**config.mk**
```make
export PLATFORM = sky130hd
export DESIGN_NAME = lsu_ctrl_flat
export DESIGN_NICKNAME = d
export VERILOG_FILES = /design/src/rtl/lsu_ctrl_pkg.sv /design/src/rtl/lsu_ctrl_if.sv /design/src/rtl/lsu_ctrl_load_extract.sv /design/src/rtl/select_wr.sv /design/src/rtl/lsu_ctrl.sv /design/src/flat_wrapper.sv
export SDC_FILE = /design/constraint.sdc
export NUM_CORES = 1
export LEC_CHECK = 0
export ABC_CLOCK_PERIOD_IN_PS = 6400
export CORE_ASPECT_RATIO = 1.75
export CORE_UTILIZATION = 32
export CTS_CLUSTER_SIZE = 10
export DETAILED_ROUTE_END_ITERATION = 16
export PLACE_DENSITY = 0.71
export SYNTH_ARGS = -nofsm -noshare
export SYNTH_HDL_FRONTEND = slang
export SYNTH_HIERARCHICAL = 1
export SYNTH_SLANG_ARGS = --single-unit
```
**constraint.sdc**
```tcl
create_clock -name clk -period 6.4 [get_ports clk]
set_input_delay 1.28 -clock clk [delete_from_list [all_inputs] [get_ports clk]]
set_output_delay 1.28 -clock clk [all_outputs]
set_load 0.02 [all_outputs]
```
**src/rtl/lsu_ctrl_pkg.sv**
```systemverilog
// Shared LSU definitions: register width, RISC-V load/store funct3 codes and
// the access-size decode helpers used by the sequencer and its lane logic.
`ifndef LSU_CTRL_DEFINES
`define LSU_CTRL_DEFINES
`define REG_LEN 32
`define SB  3'b000
`define SH  3'b001
`define SW  3'b010
`define LB  3'b000
`define LH  3'b001
`define LW  3'b010
`define LBU 3'b100
`define LHU 3'b101
`endif

package lsu_ctrl_pkg;

    localparam int ADDR_W = 32;

    typedef enum logic [1:0] {
        SZ_BYTE = 2'd0,
        SZ_HALF = 2'd1,
        SZ_WORD = 2'd2
    } lsu_size_e;

    function automatic lsu_size_e access_size(input logic [2:0] f3);
        lsu_size_e sz;
        case (f3[1:0])
            2'b00:   sz = SZ_BYTE;
            2'b01:   sz = SZ_HALF;
            default: sz = SZ_WORD;
        endcase
        return sz;
    endfunction

    function automatic logic funct3_illegal(input logic we, input logic [2:0] f3);
        logic bad;
        if (we) bad = !(f3 inside {`SB, `SH, `SW});
        else    bad = !(f3 inside {`LB, `LH, `LW, `LBU, `LHU});
        return bad;
    endfunction

    function automatic logic addr_misaligned(input lsu_size_e sz, input logic [1:0] lo);
        logic mis;
        case (sz)
            SZ_HALF: mis = lo[0];
            SZ_WORD: mis = (lo != 2'b00);
            default: mis = 1'b0;
        endcase
        return mis;
    endfunction

    // Natural alignment: drop the low address bits the access size cannot use.
    function automatic logic [1:0] align_low(input lsu_size_e sz, input logic [1:0] lo);
        logic [1:0] al;
        case (sz)
            SZ_HALF: al = {lo[1], 1'b0};
            SZ_WORD: al = 2'b00;
            default: al = lo;
        endcase
        return al;
    endfunction

endpackage

```
**src/rtl/lsu_ctrl_if.sv**
```systemverilog
// Core-side request/response and data-memory bus signals of the LSU sequencer.
// master: the sequencer itself; slave: the core plus memory around it.
interface lsu_ctrl_if;
    import lsu_ctrl_pkg::*;

    logic                lsu_valid;
    logic                lsu_we;
    logic [2:0]          lsu_funct3;
    logic [ADDR_W-1:0]   lsu_addr;
    logic [`REG_LEN-1:0] lsu_wdata;
    logic                lsu_busy;
    logic                lsu_done;
    logic                lsu_err;
    logic                lsu_misalign;
    logic [`REG_LEN-1:0] lsu_rdata;

    logic                mem_req;
    logic                mem_we;
    logic [ADDR_W-1:0]   mem_addr;
    logic [3:0]          mem_be;
    logic [`REG_LEN-1:0] mem_wdata;
    logic                mem_gnt;
    logic                mem_rvalid;
    logic [`REG_LEN-1:0] mem_rdata;

    modport master (
        input  lsu_valid, lsu_we, lsu_funct3, lsu_addr, lsu_wdata,
        output lsu_busy, lsu_done, lsu_err, lsu_misalign, lsu_rdata,
        output mem_req, mem_we, mem_addr, mem_be, mem_wdata,
        input  mem_gnt, mem_rvalid, mem_rdata
    );

    modport slave (
        output lsu_valid, lsu_we, lsu_funct3, lsu_addr, lsu_wdata,
        input  lsu_busy, lsu_done, lsu_err, lsu_misalign, lsu_rdata,
        input  mem_req, mem_we, mem_addr, mem_be, mem_wdata,
        output mem_gnt, mem_rvalid, mem_rdata
    );

endinterface

```
**src/rtl/lsu_ctrl_load_extract.sv**
```systemverilog
// Load data extraction: picks the byte/half lane out of the read word and
// sign- or zero-extends it to the register width.
module load_extract
    import lsu_ctrl_pkg::*;
(
    input  lsu_size_e           size,
    input  logic                zext,
    input  logic [1:0]          addr_lo,
    input  logic [`REG_LEN-1:0] rdata,
    output logic [`REG_LEN-1:0] data
);

    logic [7:0]  byte_sel;
    logic [15:0] half_sel;

    always_comb begin
        byte_sel = rdata[7:0];
        case (addr_lo)
            2'd1:    byte_sel = rdata[15:8];
            2'd2:    byte_sel = rdata[23:16];
            2'd3:    byte_sel = rdata[31:24];
            default: ;
        endcase
        half_sel = addr_lo[1] ? rdata[31:16] : rdata[15:0];

        data = rdata;
        case (size)
            SZ_BYTE: data = zext ? {24'h0, byte_sel} : {{24{byte_sel[7]}}, byte_sel};
            SZ_HALF: data = zext ? {16'h0, half_sel} : {{16{half_sel[15]}}, half_sel};
            default: ;
        endcase
    end

endmodule

```
**src/rtl/select_wr.sv**
```systemverilog
// Store-lane aligner: byte enables and lane-positioned write data for a
// byte/half/word access at the given low address bits.
module select_wr
    import lsu_ctrl_pkg::*;
(
    input  lsu_size_e           size,
    input  logic [1:0]          addr_lo,
    input  logic [`REG_LEN-1:0] wdata,
    output logic [3:0]          be,
    output logic [`REG_LEN-1:0] wdata_al
);

    always_comb begin
        be       = 4'b1111;
        wdata_al = wdata;
        case (size)
            SZ_BYTE: begin
                be       = 4'b0001 << addr_lo;
                wdata_al = wdata << {addr_lo, 3'b000};
            end
            SZ_HALF: begin
                be       = addr_lo[1] ? 4'b1100 : 4'b0011;
                wdata_al = {2{wdata[15:0]}};
            end
            default: ;
        endcase
    end

endmodule

```
**src/rtl/lsu_ctrl.sv**
```systemverilog
// lsu_ctrl: one-request load/store sequencer between execute stage and data bus.
// Define MISALIGN_TRAP_EN to trap misaligned half/word accesses instead of force-aligning them.
module lsu_ctrl
    import lsu_ctrl_pkg::*;
#(
    parameter int TIMEOUT = 16
) (
    input  logic       clk,
    input  logic       rst,
    lsu_ctrl_if.master bus
);

    typedef enum logic [1:0] {
        S_IDLE = 2'd0,
        S_REQ  = 2'd1,
        S_RESP = 2'd2,
        S_DONE = 2'd3
    } state_e;

    localparam int               CNT_W    = $clog2(TIMEOUT);
    localparam logic [CNT_W-1:0] CNT_LAST = CNT_W'(TIMEOUT - 1);

    state_e              state_q, state_d;
    logic [CNT_W-1:0]    cnt_q, cnt_d;
    logic                err_q, err_d;
    logic [`REG_LEN-1:0] rdata_q;
    logic                rdata_ld;
    logic                latch;

    logic                we_q;
    logic [2:0]          f3_q;
    logic [ADDR_W-1:0]   addr_q;
    logic [`REG_LEN-1:0] wdata_q;

    lsu_size_e           in_size, q_size;
    logic                in_illegal;
    logic [1:0]          in_lo;
    logic [3:0]          be_al;
    logic [`REG_LEN-1:0] wdata_al;
    logic [`REG_LEN-1:0] ext_data;
    logic                in_req;

    assign in_size    = access_size(bus.lsu_funct3);
    assign in_illegal = funct3_illegal(bus.lsu_we, bus.lsu_funct3);
    assign in_lo      = align_low(in_size, bus.lsu_addr[1:0]);
    assign q_size     = access_size(f3_q);

`ifdef MISALIGN_TRAP_EN
    logic mis_q, mis_d;
    logic in_misal;
    assign in_misal = addr_misaligned(in_size, bus.lsu_addr[1:0]);
`endif

    select_wr u_select_wr (
        .size     (q_size),
        .addr_lo  (addr_q[1:0]),
        .wdata    (wdata_q),
        .be       (be_al),
        .wdata_al (wdata_al)
    );

    load_extract u_load_extract (
        .size    (q_size),
        .zext    (f3_q[2]),
        .addr_lo (addr_q[1:0]),
        .rdata   (bus.mem_rdata),
        .data    (ext_data)
    );

    always_comb begin
        state_d  = state_q;
        cnt_d    = cnt_q;
        err_d    = err_q;
        rdata_ld = 1'b0;
        latch    = 1'b0;
`ifdef MISALIGN_TRAP_EN
        mis_d    = mis_q;
`endif
        case (state_q)
            S_IDLE: begin
                if (bus.lsu_valid) begin
                    latch = 1'b1;
                    cnt_d = '0;
                    err_d = 1'b0;
`ifdef MISALIGN_TRAP_EN
                    mis_d = 1'b0;
`endif
                    if (in_illegal) begin
                        state_d = S_DONE;
                        err_d   = 1'b1;
                    end
`ifdef MISALIGN_TRAP_EN
                    else if (in_misal) begin
                        state_d = S_DONE;
                        err_d   = 1'b1;
                        mis_d   = 1'b1;
                    end
`endif
                    else begin
                        state_d = S_REQ;
                    end
                end
            end
            // Grant wins over a coincident rvalid: the read data phase starts only in RESP.
            S_REQ: begin
                if (bus.mem_gnt) begin
                    state_d = we_q ? S_DONE : S_RESP;
                    cnt_d   = '0;
                end else if (cnt_q == CNT_LAST) begin
                    state_d = S_DONE;
                    err_d   = 1'b1;
                end else begin
                    cnt_d = cnt_q + 1'b1;
                end
            end
            S_RESP: begin
                if (bus.mem_rvalid) begin
                    state_d  = S_DONE;
                    rdata_ld = 1'b1;
                end else if (cnt_q == CNT_LAST) begin
                    state_d = S_DONE;
                    err_d   = 1'b1;
                end else begin
                    cnt_d = cnt_q + 1'b1;
                end
            end
            S_DONE: state_d = S_IDLE;
            default: state_d = S_IDLE;
        endcase
    end

    always_ff @(posedge clk or posedge rst) begin
        if (rst) begin
            state_q <= S_IDLE;
            cnt_q   <= '0;
            err_q   <= 1'b0;
            rdata_q <= '0;
        end else begin
            state_q <= state_d;
            cnt_q   <= cnt_d;
            err_q   <= err_d;
            if (rdata_ld) rdata_q <= ext_data;
        end
    end

`ifdef MISALIGN_TRAP_EN
    always_ff @(posedge clk or posedge rst) begin
        if (rst) mis_q <= 1'b0;
        else     mis_q <= mis_d;
    end
`endif

    // Request payload needs no reset: every bus output is gated by state.
    always_ff @(posedge clk) begin
        if (latch) begin
            we_q    <= bus.lsu_we;
            f3_q    <= bus.lsu_funct3;
            addr_q  <= {bus.lsu_addr[ADDR_W-1:2], in_lo};
            wdata_q <= bus.lsu_wdata;
        end
    end

    assign in_req = (state_q == S_REQ);

    assign bus.lsu_busy  = (state_q == S_IDLE) ? bus.lsu_valid : (state_q != S_DONE);
    assign bus.lsu_done  = (state_q == S_DONE);
    assign bus.lsu_err   = bus.lsu_done & err_q;
    assign bus.lsu_rdata = rdata_q;
`ifdef MISALIGN_TRAP_EN
    assign bus.lsu_misalign = bus.lsu_done & mis_q;
`else
    assign bus.lsu_misalign = 1'b0;
`endif

    assign bus.mem_req   = in_req;
    assign bus.mem_we    = in_req & we_q;
    assign bus.mem_addr  = in_req ? {addr_q[ADDR_W-1:2], 2'b00} : '0;
    assign bus.mem_be    = in_req ? be_al : 4'b0000;
    assign bus.mem_wdata = (in_req && we_q) ? wdata_al : '0;

endmodule

```
**src/flat_wrapper.sv**
```systemverilog
// flat-port wrapper written by rule: the top's interface ports become plain ports
module lsu_ctrl_flat import lsu_ctrl_pkg::*;
#(
    parameter int TIMEOUT = 16
)
  (clk, rst, bus_lsu_valid, bus_lsu_we, bus_lsu_funct3, bus_lsu_addr, bus_lsu_wdata, bus_lsu_busy, bus_lsu_done, bus_lsu_err, bus_lsu_misalign, bus_lsu_rdata, bus_mem_req, bus_mem_we, bus_mem_addr, bus_mem_be, bus_mem_wdata, bus_mem_gnt, bus_mem_rvalid, bus_mem_rdata);
  lsu_ctrl_if bus_i ();
  input  logic clk;
  input  logic rst;
  input wire logic [$bits(bus_i.lsu_valid)-1:0] bus_lsu_valid;
  input wire logic [$bits(bus_i.lsu_we)-1:0] bus_lsu_we;
  input wire logic [$bits(bus_i.lsu_funct3)-1:0] bus_lsu_funct3;
  input wire logic [$bits(bus_i.lsu_addr)-1:0] bus_lsu_addr;
  input wire logic [$bits(bus_i.lsu_wdata)-1:0] bus_lsu_wdata;
  output wire logic [$bits(bus_i.lsu_busy)-1:0] bus_lsu_busy;
  output wire logic [$bits(bus_i.lsu_done)-1:0] bus_lsu_done;
  output wire logic [$bits(bus_i.lsu_err)-1:0] bus_lsu_err;
  output wire logic [$bits(bus_i.lsu_misalign)-1:0] bus_lsu_misalign;
  output wire logic [$bits(bus_i.lsu_rdata)-1:0] bus_lsu_rdata;
  output wire logic [$bits(bus_i.mem_req)-1:0] bus_mem_req;
  output wire logic [$bits(bus_i.mem_we)-1:0] bus_mem_we;
  output wire logic [$bits(bus_i.mem_addr)-1:0] bus_mem_addr;
  output wire logic [$bits(bus_i.mem_be)-1:0] bus_mem_be;
  output wire logic [$bits(bus_i.mem_wdata)-1:0] bus_mem_wdata;
  input wire logic [$bits(bus_i.mem_gnt)-1:0] bus_mem_gnt;
  input wire logic [$bits(bus_i.mem_rvalid)-1:0] bus_mem_rvalid;
  input wire logic [$bits(bus_i.mem_rdata)-1:0] bus_mem_rdata;
  assign bus_i.lsu_valid = bus_lsu_valid;
  assign bus_i.lsu_we = bus_lsu_we;
  assign bus_i.lsu_funct3 = bus_lsu_funct3;
  assign bus_i.lsu_addr = bus_lsu_addr;
  assign bus_i.lsu_wdata = bus_lsu_wdata;
  assign bus_lsu_busy = bus_i.lsu_busy;
  assign bus_lsu_done = bus_i.lsu_done;
  assign bus_lsu_err = bus_i.lsu_err;
  assign bus_lsu_misalign = bus_i.lsu_misalign;
  assign bus_lsu_rdata = bus_i.lsu_rdata;
  assign bus_mem_req = bus_i.mem_req;
  assign bus_mem_we = bus_i.mem_we;
  assign bus_mem_addr = bus_i.mem_addr;
  assign bus_mem_be = bus_i.mem_be;
  assign bus_mem_wdata = bus_i.mem_wdata;
  assign bus_i.mem_gnt = bus_mem_gnt;
  assign bus_i.mem_rvalid = bus_mem_rvalid;
  assign bus_i.mem_rdata = bus_mem_rdata;
  lsu_ctrl #(.TIMEOUT(TIMEOUT)) u_core (.clk(clk), .rst(rst), .bus(bus_i));
endmodule
```
==> flow_summary.toml, run 1 <==
[status]
status = "finished, final reports clean"

[power]
power_density_over_the_cells_mw_per_mm2 = 366.5
irDropWorstVdd_uv = 163.7
clock_share_of_power_pct = 16.3
internal_power_mw = 1.954
share_comb_of_total_power_pct = 49.4
pwr-share-seq_pct = 34.3
fin_total_pwr_mw = 3.124
power.switching_fraction_pct = 37.46
net-switching-power_mw = 1.170
power_leakage_nw = 3.250

[yosys]
synth.ff_latch_count = 107
synth-xor-area-share_pct = 0
synth_compound_gate_area_share_pct = 13.25
synthesis.area_per_instance_um2 = 11.42
synthArstFlopShare_pct = 36.45
syn-instance-count = 534
synth-edff-count = 68
largest_family_of_logic_cells_by_synthesized_area = "simple AND/OR/NAND/NOR gates"
mux_contribution_to_synthesized_area_pct = 12.29
postSynth.topFlopCell = "sky130_fd_sc_hd__edfxtp_1"
netlist-cell-type-count = 56
post_synthesis_adder_cell_area_fraction_pct = 1.231
synthesis.area_mm2 = 0.006098
synthSimpleGateAreaFrac_pct = 18.65
yosys_warnings = 6
seq_area_frac_synth_pct = 49.49

[route]
drt_iter0_markers = 216
drtPass1Iterations = 5
routedWlPerCell_um = 18.39
routed-via-count = 4959
antenna_left = 0
wl_um = 17670
detailed_route_vias_per_instance = 5.160
drt_drc_violations_left = 0

[sta]
final.setup.worst_slack_ps = 1990
achievable-frequency_mhz = 226.8
setup_total_negative_slack_ps = 0
tightestPinTransition_ps = 1133
setup_violations = 0
holdWs_ps = 495.4
grt_setup_unrepaired = "no"
min_period_over_period_pct = 68.90
final_hold_viol_count = 0
timing.final.crit_period_ps = 4410
clock_skew_ps = 4.883
slew_viol_final = 0
timing.max_slew.rel_slack_pct = 24.44

[cts]
clkSinkCount = 107
post_cts.resized_instances = 0
insertion_delay_ps = 350
tritoncts.num_buffers = 9
postCtsHoldBufs = 0
cts_root_buf = "sky130_fd_sc_hd__clkbuf_16"
cts.htree.levels = 3
clk_path_buf_depth = 2
cts.reportedPaths.clkPinSlew_ps = 70
cts_setup_buffers = 0
clock_tree_from_tritoncts = "yes"

[die]
start_util_pct = 32.68
die-area_mm2 = 0.01964
core_region_area_mm2 = 0.01866
floorplan.io_pins = 211
die_h_um = 184.6
fp.dieW_um = 106.4
num_rows = 66

[worst_setup_path]
cpLargestDelayFamily = "buffers and inverters"
crit_start = "u_core/f3_q[1]"
worst_path_max_delay_cell = "sky130_fd_sc_hd__clkdlybuf4s50_1"
timing.reg2reg.setup_slack_ps = 3030
cp_capture_type = "primary output"
series_of_cell_instances_along_the_critical_path = "buf_4 -> nor2b_1 -> buf_4 -> nor2_4 -> and3_1 -> nand2_1 -> nand2_1 -> and3_1 -> clkdlybuf4s50_1"
worst_setup_path_start_kind = "register"
critPathKind = "register to primary output"
cp_data_arrival_time_ps = 3130
cp.buffers_inverters = 3
required_ps = 5120
critical-path-max-stage-delay_ps = 610
path_max_fanout = 56
r2r_start = "u_core/addr_q[1]"

[global_route]
globalRouteOverflowTotal = 0
grt_start_max_net_pins = 72
first_global_vias = 4885
grt_antenna_before_repair = 6
grt_pass1_wl_um = 26950
globalRouteTotalUtil_pct = 18.21

[place]
dp_slack_ps = 2317
io_buffers = 207
routability_congestion = 0.8609
dp.final_hpwl_um = 13070

[hold_path]
holdCritPathClass = "register to register"
hp-start = "u_core/err_q"

[job]
cap_viol_max_count = 0

[layout]
area_added_between_synthesis_and_finish_pct = 39.76
layout.filler_cells = 1761
final_layout_size_suffix_gt1_share_pct = 12.80
nets = 825
==> cell usage in the layout, fill, tap and decap left out, types with 7 or more instances in the layout <==
master	instances
sky130_fd_sc_hd__clkdlybuf4s50_1	207
sky130_fd_sc_hd__edfxtp_1	68
sky130_fd_sc_hd__nand2_1	65
sky130_fd_sc_hd__dfrtp_1	39
sky130_fd_sc_hd__nor2b_1	38
sky130_fd_sc_hd__and2_1	36
sky130_fd_sc_hd__mux2_2	35
sky130_fd_sc_hd__and3_1	33
sky130_fd_sc_hd__a21oi_1	17
sky130_fd_sc_hd__a22oi_1	15
sky130_fd_sc_hd__mux4_2	13
sky130_fd_sc_hd__nor2_1	11
sky130_fd_sc_hd__o21ai_0	11
sky130_fd_sc_hd__o211ai_2	10
sky130_fd_sc_hd__clkbuf_16	9
sky130_fd_sc_hd__o221ai_1	9
sky130_fd_sc_hd__a211oi_1	8
sky130_fd_sc_hd__a31oi_1	8
sky130_fd_sc_hd__buf_4	7
sky130_fd_sc_hd__o211ai_1	7
sky130_fd_sc_hd__o22ai_1	7
==> through the flow <==
step           utilization (%)  std cells  area (µm²)
2_1_floorplan                -        536        6106
4_1_cts                  45.62        957        8513
3_3_place_gp             44.21        941        8252
5_1_grt                  45.67        961        8523
3_5_place_dp             44.21        941        8252
6_report                 45.67        961        8523
==> cell type report <==
cell class	instances	area, µm²	area share (%)
timing repair buffer	214	2125	24.93
antenna	4	10.01	0.1174
tap	238	297.8	3.494
sequential	107	3018	35.41
clock inverter	6	32.53	0.3817
multi-input combinational	375	2785	32.68
inverter	7	26.28	0.3083
clock buffer	10	229.0	2.686
==> path summary, 6_finish.rpt <==
check | depth (start not counted) | end
max | 9 | bus_mem_wdata[22]
min | 1 | u_core/err_q
max reg2reg | 6 | u_core/bus.lsu_rdata[9]
min reg2reg | 1 | u_core/err_q
max in group asynchronous | 3 | u_core/bus.lsu_rdata[6]
min in group asynchronous | 3 | u_core/err_q
==> synthesized netlist by cell type, types with 13 or more instances <==
| cell type | count | area (µm²) |
|---|---|---|
| sky130_fd_sc_hd__nand2_1 | 65 | 244.0 |
| sky130_fd_sc_hd__mux2_2 | 35 | 394.1 |
| sky130_fd_sc_hd__dfrtp_1 | 39 | 975.9 |
| sky130_fd_sc_hd__mux4_2 | 13 | 292.8 |
| sky130_fd_sc_hd__and2_1 | 37 | 231.5 |
| sky130_fd_sc_hd__a21oi_1 | 17 | 85.08 |
| sky130_fd_sc_hd__and3_1 | 33 | 206.5 |
| sky130_fd_sc_hd__edfxtp_1 | 68 | 2042 |
| sky130_fd_sc_hd__a22oi_1 | 15 | 112.6 |
| sky130_fd_sc_hd__buf_2 | 13 | 65.06 |
| sky130_fd_sc_hd__nor2b_1 | 38 | 237.7 |
| sky130_fd_sc_hd__clkbuf_1 | 19 | 71.32 |
==> per-layer routing <==
metal | up-vias | wire length [µm] | GRT usage [%]
met5 | - | 11 | 0
li1 | 2316 | - | -
met3 | 33 | 894 | 3.890
met1 | 2424 | 6473 | 19.38
met2 | 184 | 9734 | 33.17
met4 | 2 | 559 | 9.611
==> cell families after synthesis <==
family / Yosys count
buffers and inverters: 54
AOI/OAI and AO/OA: 107
adders and majority gates: 6
other: 1
and+or+nand+nor: 208
muxes: 51
DFF: 107
==> power by group through the flow <==
stage	Sequential (mW)	Combinational, mW	Clock (mW)
after floorplan	1.16	0.837	0
after global routing	1.10	1.65	0.555
final	1.07	1.54	0.509
after CTS	1.07	1.55	0.531
after detailed placement	1.09	1.55	0
after global placement	1.08	1.53	0
==> state kept, by name, indices dropped and copies added (netlist names) <==
signal / cells
u_core/we_q: 1
u_core/err_q: 1
u_core/wdata_q: 32
u_core/bus.lsu_rdata: 32
u_core/f3_q: 3
u_core/cnt_q: 4
u_core/state_q: 2
u_core/addr_q: 32
Note: power is estimated with default switching activity, not from simulation.
==> inputs of run 2 (changes only) <==
--- a/config.mk
+++ b/config.mk
@@ -5,7 +5,7 @@
 export SDC_FILE = /design/constraint.sdc
 export NUM_CORES = 1
 export LEC_CHECK = 0
-export ABC_CLOCK_PERIOD_IN_PS = 6400
+export ABC_CLOCK_PERIOD_IN_PS = 4070
 export CORE_ASPECT_RATIO = 1.75
 export CORE_UTILIZATION = 32
 export CTS_CLUSTER_SIZE = 10
==> constraint.sdc (replaced) <==
create_clock -name clk -period 4.07 [get_ports clk]
set_input_delay 0.814 -clock clk [delete_from_list [all_inputs] [get_ports clk]]
set_output_delay 0.814 -clock clk [all_outputs]
set_load 0.02 [all_outputs]
==> flow_summary.toml, run 2 (synthesis results as in run 1) <==
[die]
fp.dieW_um = 106.4
floorplan.io_pins = 211
num_rows = 66
core_region_area_mm2 = 0.01866
die_h_um = 184.6
start_util_pct = 32.68
die-area_mm2 = 0.01964

[worst_setup_path]
worst_setup_path_start_kind = "register"
required_ps = 3260
timing.reg2reg.setup_slack_ps = 1280
path_max_fanout = 7
cp_capture_type = "primary output"
series_of_cell_instances_along_the_critical_path = "nor2b_1 -> inv_2 -> a21oi_2 -> a22oi_1 -> nand2_1 -> and3_1 -> clkdlybuf4s50_1"
reg2reg_depth = 7
critical-path-max-stage-delay_ps = 610
cp_data_arrival_time_ps = 2820
crit_start = "u_core/f3_q[1]"
critical_path_depth = 7
cpLargestDelayFamily = "buffers and inverters"
critPathCapture = "bus_mem_wdata[23]"
reg2reg_to = "u_core/bus.lsu_rdata[14]"
cp.buffers_inverters = 2
r2r_start = "u_core/f3_q[1]"
critPathKind = "register to primary output"
worst_path_max_delay_cell = "sky130_fd_sc_hd__clkdlybuf4s50_1"

[route]
routedWlPerCell_um = 18.25
highest_layer_used_for_signal_routing = "met5"
met3_wirelength_um = 976
drt_iter0_markers = 232
met2_wirelength_um = 9517
drt_drc_violations_left = 0
detailed_route_vias_per_instance = 5.112
wirelength_met1_um = 6508
antenna_left = 0
drtPass1Iterations = 5
wl_um = 17590
routed-via-count = 4928

[sta]
clock_skew_ps = 7.081
final_hold_viol_count = 0
holdWs_ps = 507.9
timing.final.crit_period_ps = 3637
setup_total_negative_slack_ps = 0
tightestPinTransition_ps = 793.7
slew_viol_final = 0
timing.max_slew.rel_slack_pct = 47.09
achievable-frequency_mhz = 275.0
setup_violations = 0
grt_setup_unrepaired = "no"
min_period_over_period_pct = 89.35

[place]
io_buffers = 207
dpl.cell_count = 947
dp.final_hpwl_um = 13290
routability_congestion = 0.7928

[cts]
insertion_delay_ps = 340
cts.htree.levels = 3
postCtsHoldBufs = 0
cts_setup_buffers = 0
post_cts.resized_instances = 0
clock_tree_from_tritoncts = "yes"
cts.reportedPaths.clkPinSlew_ps = 70
clk_path_buf_depth = 2
tritoncts.num_buffers = 9
cts_root_buf = "sky130_fd_sc_hd__clkbuf_16"
clkSinkCount = 107

[global_route]
globalRouteTotalUtil_pct = 18.28
grt_pass1_wl_um = 27350
grt_start_max_net_pins = 55
globalRouteOverflowTotal = 0
grt_antenna_before_repair = 3
first_global_vias = 4794

[job]
cap_viol_max_count = 0

[layout]
final_cell_mix = "sky130_fd_sc_hd__clkdlybuf4s50_1, sky130_fd_sc_hd__edfxtp_1, sky130_fd_sc_hd__nand2_1, sky130_fd_sc_hd__dfrtp_1, sky130_fd_sc_hd__nor2b_1"
final_cells = 964
final_util_pct = 46.01
layout.cells.most_common = "sky130_fd_sc_hd__clkdlybuf4s50_1"
area_added_between_synthesis_and_finish_pct = 40.81
nets = 831
final_layout_size_suffix_gt1_share_pct = 13.52

[power]
power_density_over_the_cells_mw_per_mm2 = 580.8
irDropWorstVdd_uv = 291.5
power_leakage_nw = 3.293

[hold_path]
holdCritPathClass = "register to register"

[status]
status = "finished, final reports clean"
==> run 2: worst min path at each step <==
stage,startpoint,end,slack (ps),depth (start not counted)
after CTS,u_core/bus.lsu_rdata[29],u_core/bus.lsu_rdata[29],510,1
final,u_core/bus.lsu_rdata[6],u_core/bus.lsu_rdata[6],510,1
after global placement,u_core/err_q,u_core/err_q,490,1
after global routing,u_core/bus.lsu_rdata[23],u_core/bus.lsu_rdata[23],530,1
after floorplan,u_core/err_q,u_core/err_q,460,1
after detailed placement,u_core/bus.lsu_rdata[29],u_core/bus.lsu_rdata[29],500,1
==> run 2: stage by stage <==
| step | power [mW] | cell area (µm²) | setup slack (ps) |
|---|---|---|---|
| 5_1_grt | 5.269 | 8584 | 290.5 |
| 4_1_cts | 5.046 | 8584 | 427.6 |
| 3_5_place_dp | 4.159 | 8297 | 837.0 |
| 2_1_floorplan | 3.141 | 6106 | 1231 |
| 6_report | 4.987 | 8587 | 433.4 |
| 3_3_place_gp | 4.125 | 8297 | 903.9 |
==> run 2: area by class of cell <==
| type | instances | area [µm²] |
|---|---|---|
| Clock inverter | 4 | 51.30 |
| Tap cell | 238 | 297.8 |
| Fill cell | 1770 | 10080 |
| Clock buffer | 12 | 236.5 |
| Sequential cell | 107 | 3018 |
| Multi-Input combinational cell | 375 | 2785 |
| Timing Repair Buffer | 220 | 2170 |
| Inverter | 7 | 26.28 |
| Antenna cell | 1 | 2.502 |
==> run 2: power breakdown <==
| group | leakage, nW | internal, mW | switching, mW |
|---|---|---|---|
| Combinational | 2.04 | 1.18 | 1.26 |
| Clock | 0.138 | 0.479 | 0.389 |
| Sequential | 1.11 | 1.49 | 0.186 |
| Total | 3.29 | 3.16 | 1.83 |
==> run 2: per-layer routing <==
layer  track usage (%)  vias to the layer above
li1                  -                     2328
met1             20.32                     2380
met2             33.22                      185
met3             3.465                       33
met4             8.444                        2
met5                 0                        -
==> run 2: worst reg2reg max path, cell delays in order, from the launching register on <==
cell,delay [ps]
sky130_fd_sc_hd__edfxtp_1,450
sky130_fd_sc_hd__nor2b_1,460
sky130_fd_sc_hd__buf_4,290
sky130_fd_sc_hd__inv_1,230
sky130_fd_sc_hd__a32oi_2,430
sky130_fd_sc_hd__buf_4,360
sky130_fd_sc_hd__o221ai_1,170
sky130_fd_sc_hd__mux2_2,280
